==> src/rtl/uc_mc.sv <==
// uc_mc: instruction sequencing controller.
// Fetches an opcode, decodes it into an ALU operation, runs single- or multi-cycle
// execution with a bounded wait on alu_done, then writes back and advances the PC.
// HALT and ERROR are absorbing until reset; halted/illegal/timeout are sticky flags.
module uc_mc #(
    parameter int unsigned OPW      = 8,
    parameter int unsigned ALUOPW   = 8,
    parameter int unsigned WAIT_MAX = 16
) (
    input  logic              clock,
    input  logic              reset,
    input  logic [OPW-1:0]    IR,
    input  logic              mem_ack,
    input  logic              alu_done,
    output logic              mem_req,
    output logic              ir_load,
    output logic              reg_load_a,
    output logic              reg_load_b,
    output logic              reg_load_c,
    output logic              pc_load,
    output logic              alu_start,
    output logic [ALUOPW-1:0] alu_op,
    output logic              halted,
    output logic              illegal,
    output logic              timeout
);

    // Wide enough to hold WAIT_MAX itself after the final increment.
    localparam int unsigned CntW = $clog2(WAIT_MAX + 1);

    localparam logic [2:0] StStart  = 3'd0;
    localparam logic [2:0] StFetch  = 3'd1;
    localparam logic [2:0] StDecode = 3'd2;
    localparam logic [2:0] StExec   = 3'd3;
    localparam logic [2:0] StWb     = 3'd4;
    localparam logic [2:0] StHalt   = 3'd5;
    localparam logic [2:0] StError  = 3'd6;

    localparam logic [7:0] OpNop  = 8'h00;
    localparam logic [7:0] OpAdd  = 8'h01;
    localparam logic [7:0] OpSub  = 8'h02;
    localparam logic [7:0] OpMul  = 8'h03;
    localparam logic [7:0] OpDiv  = 8'h04;
    localparam logic [7:0] OpMod  = 8'h05;
    localparam logic [7:0] OpCmp  = 8'h1F;
    localparam logic [7:0] OpShl  = 8'h3C;
    localparam logic [7:0] OpShr  = 8'h3D;
    localparam logic [7:0] OpAnd  = 8'h75;
    localparam logic [7:0] OpOr   = 8'h76;
    localparam logic [7:0] OpXor  = 8'h77;
    localparam logic [7:0] OpNot  = 8'h78;
    localparam logic [7:0] OpNand = 8'h79;
    localparam logic [7:0] OpNor  = 8'h7A;
    localparam logic [7:0] OpXnor = 8'h7B;
    localparam logic [7:0] OpHalt = 8'hFF;

    logic [2:0]     state_q, state_d;
    logic [OPW-1:0] opcode_q, opcode_d;
    logic [CntW-1:0] cnt_q, cnt_d;
    logic           halted_q, halted_d;
    logic           illegal_q, illegal_d;
    logic           timeout_q, timeout_d;

    // Decoded view of the latched opcode.
    logic [3:0] dec_code;   // 0 means "not an ALU opcode"
    logic       dec_multi;  // waits on alu_done
    logic       dec_is_nop;
    logic       dec_is_halt;
    logic       dec_is_cmp;

    // Classify the latched opcode; opcodes are compared zero-extended to OPW.
    always_comb begin
        dec_code    = 4'd0;
        dec_multi   = 1'b0;
        dec_is_nop  = (opcode_q == OPW'(OpNop));
        dec_is_halt = (opcode_q == OPW'(OpHalt));
        dec_is_cmp  = (opcode_q == OPW'(OpCmp));
        case (opcode_q)
            OPW'(OpAdd):  dec_code = 4'd1;
            OPW'(OpSub):  dec_code = 4'd2;
            OPW'(OpMul): begin
                dec_code  = 4'd3;
                dec_multi = 1'b1;
            end
            OPW'(OpDiv): begin
                dec_code  = 4'd4;
                dec_multi = 1'b1;
            end
            OPW'(OpMod): begin
                dec_code  = 4'd5;
                dec_multi = 1'b1;
            end
            OPW'(OpAnd):  dec_code = 4'd6;
            OPW'(OpOr):   dec_code = 4'd7;
            OPW'(OpXor):  dec_code = 4'd8;
            OPW'(OpNand): dec_code = 4'd9;
            OPW'(OpNor):  dec_code = 4'd10;
            OPW'(OpXnor): dec_code = 4'd11;
            OPW'(OpCmp):  dec_code = 4'd12;
            OPW'(OpShl):  dec_code = 4'd13;
            OPW'(OpShr):  dec_code = 4'd14;
            OPW'(OpNot):  dec_code = 4'd15;
            default:      dec_code = 4'd0;
        endcase
    end

    // Next-state logic: sequencing, opcode capture, EXEC wait counter and sticky flags.
    always_comb begin
        state_d   = state_q;
        opcode_d  = opcode_q;
        cnt_d     = cnt_q;
        halted_d  = halted_q;
        illegal_d = illegal_q;
        timeout_d = timeout_q;
        case (state_q)
            StStart: state_d = StFetch;
            StFetch: begin
                if (mem_ack) begin
                    opcode_d = IR;
                    state_d  = StDecode;
                end
            end
            StDecode: begin
                // Counter is cleared here so it reads zero on the first EXEC cycle.
                cnt_d = '0;
                if (dec_is_nop) begin
                    state_d = StWb;
                end else if (dec_is_halt) begin
                    state_d  = StHalt;
                    halted_d = 1'b1;
                end else if (dec_code != 4'd0) begin
                    state_d = StExec;
                end else begin
                    state_d   = StError;
                    illegal_d = 1'b1;
                end
            end
            StExec: begin
                cnt_d = cnt_q + CntW'(1);
                if (!dec_multi) begin
                    state_d = StWb;
                end else if (alu_done) begin
                    // alu_done wins even on the last allowed wait cycle.
                    state_d = StWb;
                end else if (cnt_q == CntW'(WAIT_MAX - 1)) begin
                    state_d   = StError;
                    timeout_d = 1'b1;
                end
            end
            StWb:    state_d = StFetch;
            StHalt:  state_d = StHalt;
            StError: state_d = StError;
            default: state_d = StStart;
        endcase
    end

    // State registers with synchronous active-high reset.
    always_ff @(posedge clock) begin
        if (reset) begin
            state_q   <= StStart;
            opcode_q  <= '0;
            cnt_q     <= '0;
            halted_q  <= 1'b0;
            illegal_q <= 1'b0;
            timeout_q <= 1'b0;
        end else begin
            state_q   <= state_d;
            opcode_q  <= opcode_d;
            cnt_q     <= cnt_d;
            halted_q  <= halted_d;
            illegal_q <= illegal_d;
            timeout_q <= timeout_d;
        end
    end

    // Moore outputs from state; ir_load also follows mem_ack so the load happens with the ack.
    always_comb begin
        mem_req    = (state_q == StFetch);
        ir_load    = (state_q == StFetch) && mem_ack;
        reg_load_a = (state_q == StDecode);
        reg_load_b = (state_q == StDecode);
        alu_start  = (state_q == StExec) && dec_multi && (cnt_q == '0);
        alu_op     = '0;
        if ((state_q == StExec) || (state_q == StWb)) begin
            alu_op = ALUOPW'(dec_code);
        end
        // NOP has dec_code 0; CMP only sets flags, so no result register write.
        reg_load_c = (state_q == StWb) && (dec_code != 4'd0) && !dec_is_cmp;
        pc_load    = (state_q == StWb);
        halted     = halted_q;
        illegal    = illegal_q;
        timeout    = timeout_q;
    end

endmodule

==> config.mk <==
export PLATFORM = sky130hd
export DESIGN_NAME = uc_mc
export DESIGN_NICKNAME = d
export VERILOG_FILES = /design/src/rtl/uc_mc.sv
export SDC_FILE = /design/constraint.sdc
export NUM_CORES = 1
export LEC_CHECK = 0
export BUFFER_PORTS_ARGS = -buffer_cell sky130_fd_sc_hd__buf_2
export CAP_MARGIN = 25
export CORE_MARGIN = 3
export CORE_UTILIZATION = 44
export CTS_BUF_LIST = sky130_fd_sc_hd__clkbuf_16
export DETAILED_ROUTE_END_ITERATION = 12
export GPL_TIMING_DRIVEN = 1
export PLACE_DENSITY = 0.67
export RECOVER_POWER = 100
export SYNTH_ARGS = -nofsm -noshare
export SYNTH_HDL_FRONTEND = slang
export SYNTH_SLANG_ARGS = --single-unit
==> constraint.sdc <==
create_clock -name clock -period 2.1 [get_ports clock]
set_input_delay 0.315 -clock clock [delete_from_list [all_inputs] [get_ports clock]]
set_output_delay 0.315 -clock clock [all_outputs]
set_load 0.1 [all_outputs]
# Yosys cells after proc, flatten, opt, wreduce, memory -nomap -nowiden
# Index checks and enable logic that the tools add are counted.
word_totals:
  register_bits: 19
op_classes:
  n_reduce_logical: 19
  n_eq_ne: 25
  add_sub_neg: 1
  bitwise: 4
  mux: 12
ops:
  columns: ["operator", "n"]
  rows:
  - ["case mux 4 bit (15 select lines)", 1]
  - ["equality test 8 x 7 -> 1 bit, second input constant", 7]
  - ["two-way mux 3 bit", 7]
  - ["case mux 3 bit (6 select lines)", 1]
  - ["equality test 8 x 2 -> 1 bit, second input constant", 2]
  - ["equality test 8 x 3 -> 1 bit, second input constant", 2]
  - ["equality test 8 x 6 -> 1 bit, second input constant", 2]
  - ["case mux 5 bit (2 select lines)", 1]
  - ["equality test 3 bit, second input constant", 3]
  - ["equality test 8 x 1 -> 1 bit, second input constant", 1]
  - ["equality test 8 x 5 -> 1 bit, second input constant", 1]
  - ["equality test 8 bit, second input constant", 1]
  - ["zero test 8 bit", 1]
  - ["AND reduction 4 bit", 2]
  - ["equality test 3 x 2 -> 1 bit, second input constant", 2]
  - ["adder 5 x 1 -> 5 bit, second input constant", 1]
  - ["equality test 5 x 4 -> 1 bit, second input constant", 1]
  - ["logical AND 1 bit", 5]
  - ["zero test 5 bit", 1]
  - ["two-way mux 4 bit", 1]
  - ["!= test 4 bit, second input constant", 1]
  - ["NOT 1 bit", 4]
  - ["AND reduction 2 bit", 2]
  - ["nonzero test 4 bit", 1]
  - ["10 further kinds", 10]

# Logic depth before layout (Yosys ltp)
# Gate-level depths: netlist (run 1).
depth:
  ltp_word: 7
  depth_mapped: 7

# Least setup slack after synthesis (run 1)
# No wires, ideal clock.
synth_timing:
  kind: "reg-to-output"
  start: "register state_q[1]"
  end: "output port alu_op[0]"
  arrival_time_ns: 5.480
  setup_slack_ns: -3.695
  stages_incl_launch_ff: 5
  t_required_ns: 1.785
  path_buffers: 1
  cell_sequence: "dfxtp_1 -> clkbuf_1 -> nor3b_1 -> a21oi_1 -> a311oi_1"
synth_via:
  elab_chain_len: 3
synth_lines:
  columns: ["item", "line", "text"]
  rows:
  - ["from (decl)", "57", "logic [2:0] state_q, state_d;"]
  - ["from (signal assigned)", "160", "state_q <= StStart;"]
  - ["from (signal assigned)", "167", "state_q <= state_d;"]
  - ["equality test 3 bit", null, null]
  - ["named net pc_load", "20", "output logic pc_load,"]
  - ["logical OR 1 bit", "184", "if ((state_q == StExec) || (state_q == StWb)) begin"]
  - ["two-way mux 4 bit", "184", null]
  - ["to (decl)", "22", "output logic [ALUOPW-1:0] alu_op,"]
# The timed path passes the listed nets, and every way through them passes these cells.

# Worst setup path after layout (run 1)
layout_timing:
  start: "register opcode_q[6]"
  end: "output port alu_start"
layout_via:
  elab_chain_len: 5
layout_lines:
  columns: ["item", "line", "text"]
  rows:
  - ["from (decl)", "58", "logic [OPW-1:0] opcode_q, opcode_d;"]
  - ["from (signal assigned)", "168", "opcode_q <= opcode_d;"]
  - ["equality test 8 x 3 -> 1 bit or equality test 8 x 2 -> 1 bit (tied branches)", "78", "case (opcode_q)"]
  - ["OR reduction 3 bit (no line) (*)", null, null]
  - ["two-way mux 1 bit (*)", "78", null]
  - ["logical AND 1 bit (*) (2 in series)", "182", "alu_start = (state_q == StExec) && dec_multi && (cnt_q == '0);"]
  - ["to (decl)", "21", "output logic alu_start,"]
# Every way passes the cells marked *; elsewhere a longest branch is shown, timed or not.

==> results of run 1 <==
[area by class of cell]
cell class / instances / area, um^2
multi-input combinational: 136 / 977
sequential: 19 / 395
clock buffer: 3 / 75.1
timing repair buffer: 51 / 433
fill: 230 / 825
tap: 31 / 38.8
inverter: 9 / 33.8
clock inverter: 1 / 3.75
[flip-flops by register name (all words and copies together) (netlist names)]
register,cells
opcode_q,8
cnt_q,5
state_q,3
halted,1
illegal,1
timeout,1
[worst register-to-register path: stages (launching register included)]
cell and delay [ps]:
dfxtp_4 350, or4_4 560, a211oi_4 240, buf_4 170
a41oi_1 160, nor3b_1 180, a221oi_1 240
[layer usage]
| layer | vias to the layer above | global-route usage, % | part of all wire (%) |
|---|---|---|---|
| met1 | 661 | 27.5 | 41 |
| met4 | 0 | 10.4 | 1.9 |
| met5 | - | 0 | 0 |
| met2 | 22 | 40.3 | 54 |
| met3 | 7 | 3.89 | 2.9 |
| li1 | 696 | - | - |
[kinds of logic after synthesis]
kind of cell	after synthesis	share of synthesized area [%]
and+or+nand+nor	83	32.2
DFF	19	29.3
adders and majority gates	3	2.89
xor gates and xnor gates	2	1.35
other	1	0.289
AOI/OAI and AO/OA	43	22.9
buffers and inverters	26	10.3
muxes	1	0.771
[through the flow]
step | cells | power, mW | worst slack [ps]
after global placement | 240 | 1.42 | -5.24
after CTS | 249 | 1.90 | -232
final | 250 | 1.89 | -260
after detailed placement | 240 | 1.44 | -69.4
after global routing | 250 | 1.98 | -323
after floorplan | 181 | 1.21 | -695
[power by group]
| part | internal (mW) | switching, mW | total (mW) |
|---|---|---|---|
| Sequential | 0.412 | 0.0705 | 0.483 |
| Combinational | 0.335 | 0.682 | 1.02 |
| Clock | 0.254 | 0.138 | 0.392 |
[layout by cell type (no fill, tap or decap), types with 3 or more instances in the layout]
| cell | count |
|---|---|
| dfxtp_4 | 3 |
| clkbuf_16 | 3 |
| nand3b_1 | 3 |
| dfxtp_1 | 13 |
| a21oi_2 | 3 |
| a21oi_1 | 13 |
| clkbuf_1 | 3 |
| dfxtp_2 | 3 |
| nor2b_1 | 3 |
| and3_1 | 3 |
| ha_1 | 3 |
| buf_4 | 23 |
| inv_1 | 9 |
| buf_2 | 15 |
| nand3_1 | 5 |
| nor2_1 | 12 |
| buf_12 | 7 |
| conb_1 | 4 |
| nand2_1 | 31 |
| nor3_1 | 5 |
| buf_6 | 3 |
[what timing repair did]
item,in CTS,in global routing
pin swaps,11,3
gates resized for setup,23,9
gates cloned,0,0
endpoints found under the hold margin,0,0
setup endpoints to repair,6,7
buffers inserted,5,1
[final timing paths]
kind,from,to,slack (ps),cells past startpoint
setup / recovery,opcode_q[6],alu_start,-260,5
hold / removal,IR[6],opcode_q[6],290,3
setup reg to reg,opcode_q[6],state_q[0],110,6
hold reg to reg,cnt_q[4],cnt_q[4],460,2
==> run metrics, run 1 <==
IO Pins=30; critical path's largest stage delay=560 ps; Num CTS Buffers=3; Worst Path Max Fanout=4; register area share after synthesis=29.3%; CTS tree=built; number of warnings issued by yosys=0; Initial Util=46.6%; synth unique cells=47; Bufs on Longest Clock Path=2; Max Cap Viol=0; nets=235; Die Footprint=3640 um^2; Final TNS setup=-1100 ps; clock transition at the registers of the reported paths=50 ps; Required @ worst endpoint=1780 ps; core box area=2780 um^2; initial antenna violation count=0; WHS=292 ps; most frequent cells after synthesis=nand2_1 (32), dfxtp_1 (19), a21oi_1 (17); Area growth syn-to-layout=50.8%; Synth Flop Type=dfxtp_1; Max VDD drop=0.933 mV; final slew viol count=0; Post-synth ARST share=0%; Post-synth EDFFs=0; RSZ-0062 raised after global routing=true; PnR worst setup slack=-260 ps; port bufs=25; Synth area leader=dfxtp_1; Crit path max-delay family=simple AND/OR/NAND/NOR gates; Worst-Margin Slew=1170 ps; post-synthesis instance total=178; first-pass GRT wire length=6280 um; share of cells above drive strength 1=37.4%; Final Critical Period=2360 ps; final instance area=1960 um^2; failing checks=setup timing; kind of critical path=reg2out; top-count cell post-synth=nand2_1; HP Class=in2reg; number of global-route vias before repair=1391; gr ovfl total=0; Die Ht=60.3 um; Buf/Inv on CP=1; fin crit share=112%; Hold-fix buffers, CTS=0; n_diodes=0; final setup skew=2.62 ps; Synth Area per Inst=7.29 um^2; crit-path cells=or4_4 > a211oi_4 > and3_4 > and4_4 > buf_12; DR vias=1386; placer congestion estimate=0.901; Vias/cell=5.54; Die W=60.3 um; DRT iter0 DRCs=67; Clock Latency Late Sink=250 ps; H-tree levels=1; Site Rows=19; Startpoint Class=flop; final setup fails=6; synthesized area=1300 um^2; Fin. Hold Viols=0; Lkg Pwr=0.800 nW; Arr. time, crit path=2050 ps; largest net degree at the start of global routing=19; placement-stage cell area=1730 um^2; Post-DP HPWL=2710 um; GR Util All Layers=23.1%; slowest stage cell, crit path=or4_4; WL final=3780 um; clk sink count=19; Max transition margin=22.4%; Max Freq=0.424 GHz; final core occ=70.4%; root buffer selected by CTS=clkbuf_16; DRT Pass-1 Iters=6; wire length per cell=15.1 um; drc violations=0; Crit. End Element=output pin; #FFs+latches synth=19; Cell Pwr Density=966 nW/um^2; top post-synthesis cells by area=dfxtp_1 (29%), nand2_1 (9.3%), a21oi_1 (6.6%), nor2_1 (4.1%), buf_4 (2.9%); outcome=complete, but fails checks; Antenna Nets Post-Route=0; Yosys top cell area share=29.3%
No activity file was read; power rests on OpenSTA's default activity.
==> inputs of run 2 (changes only) <==
- BUFFER_PORTS_ARGS: -buffer_cell sky130_fd_sc_hd__buf_2 -> -buffer_cell sky130_fd_sc_hd__clkbuf_2
- TNS_END_PERCENT: unset -> 50
==> run metrics, run 2 (same netlist as run 1, synthesis figures left out) <==
worst hold start=IR[5]; initial antenna violation count=0; GR Util All Layers=20.9%; Clock Latency Late Sink=250 ps; FF-to-FF Start=opcode_q[5]; RSZ-0062 raised after global routing=true; port bufs=25; number of global-route vias before repair=1363; Largest regs=opcode_q: 8 flops, cnt_q: 5 flops, state_q: 3 flops; placer congestion estimate=0.829; drc violations=0; top sig layer=met4; Fin. Hold Viols=0; Die Footprint=3640 um^2; clock transition at the registers of the reported paths=50 ps; failing checks=setup timing; slowest stage cell, crit path=or4_4; IO Pins=30; fin crit share=111%; met1 wire length=1330 um; PnR worst setup slack=-227 ps; Worst Path Max Fanout=6; Antenna Nets Post-Route=0; Max VDD drop=0.853 mV; DRT Pass-1 Iters=4; Vias/cell=5.79; placement-stage cell area=1740 um^2; Startpoint Class=flop; largest net degree at the start of global routing=19; Required @ worst endpoint=1780 ps; CTS tree=built; core box area=2780 um^2; Die Ht=60.3 um; commonest non-fill, non-tap cell in the layout=nand2_1; crit-path cells=or4_4 > a211oi_4 > and3_4 > and4_4 > buf_12; Area growth syn-to-layout=43.3%; Power Total=1.83 mW; WL final=3530 um; max reg flops=8; critical path's largest stage delay=580 ps; Num CTS Buffers=3; final setup skew=2.91 ps; DR vias=1425; Setup crit start=opcode_q[5]; Post-DP HPWL=2610 um; first-pass GRT wire length=5800 um; WL met2=1970 um; most frequent cells in the layout=nand2_1 (31), buf_4 (24), dfxtp_1 (13); Max transition margin=22.6%; Site Rows=19; Max Cap Viol=0; Cell Pwr Density=982 nW/um^2; Final Critical Period=2330 ps; final slew viol count=0; met3 WL=163 um; nets=231; Die W=60.3 um; Lkg Pwr=0.751 nW; Arr. time, crit path=2010 ps; HP Class=in2reg; filler cell count=231; n_diodes=0; Initial Util=46.6%; DRT iter0 DRCs=67; Max Freq=0.430 GHz; outcome=complete, but fails checks; H-tree levels=1; wire length per cell=14.3 um; kind of critical path=reg2out; final instance area=1860 um^2; Bufs on Longest Clock Path=2; clk sink count=19; gr ovfl total=0; Crit. End Element=output pin; final setup fails=6; largest register by flop count=opcode_q; Worst-Margin Slew=1170 ps; root buffer selected by CTS=clkbuf_16; share of cells above drive strength 1=34.9%
-- run 2: cell count changes in the layout (fill, tap and decap cells not counted), moves of 2 or more --
cell      delta
nand3_4      -2
nand3_1      +2
buf_2       -14
clkbuf_2    +12
buf_6        -3
-- run 2: metal layers --
metal / global-route usage, % / vias to the layer above
met4: 8.54 / 0
met1: 23.3 / 685
li1: - / 690
met5: 0 / -
met2: 39.5 / 43
met3: 2.38 / 7
-- run 2: path summary, 6_finish.rpt --
| check | slack (ps) | depth (start not counted) | endpoint |
|---|---|---|---|
| worst max-delay path | -230 | 5 | alu_start |
| worst min-delay path | 280 | 3 | opcode_q[5] |
| worst max register to register | 140 | 6 | state_q[0] |
| worst min register to register | 460 | 2 | cnt_q[4] |
-- run 2: what timing repair did --
item / 4_1_cts / 5_1_grt
pin swaps: 10 / 1
setup buffers: 1 / 0
setup endpoints to repair: 6 / 7
hold buffers: 0 / 0
resized for setup: 14 / 6
-- run 2: layout make-up --
type                            count  area [um^2]  share of cell area, %
Clock inverter                      1         3.75                  0.202
Timing Repair Buffer               47          397                   21.3
Clock buffer                        3         75.1                   4.04
Sequential cell                    19          393                   21.1
Tap cell                           31         38.8                   2.09
Inverter                            9         33.8                   1.82
Multi-Input combinational cell    136          918                   49.4
-- run 2: report_power, final --
| group | leakage, nW | switching [mW] | internal (mW) |
|---|---|---|---|
| combinational | 0.551 | 0.655 | 0.308 |
| clock | 0.0423 | 0.136 | 0.253 |
| sequential | 0.158 | 0.0620 | 0.412 |
-- run 2: through the flow --
stage	setup slack [ps]	hold WS, ps	std cells	utilization, %	TNS, ps
floorplan	-695	432	181	-	-7990
global placement	1.02	445	241	62.4	0
detailed placement	-68.9	459	241	62.4	-93.6
CTS	-222	278	246	67.0	-872
global route	-274	290	246	66.8	-1320
finish	-227	279	246	66.8	-919
-- run 2: critical path: cells and delay by family, from the launching register on --
kind                   cells  cell delay (ps)
AOI/OAI and AO/OA          1              220
buffers and inverters      1              170
DFF                        1              340
and+or+nand+nor            3             1030
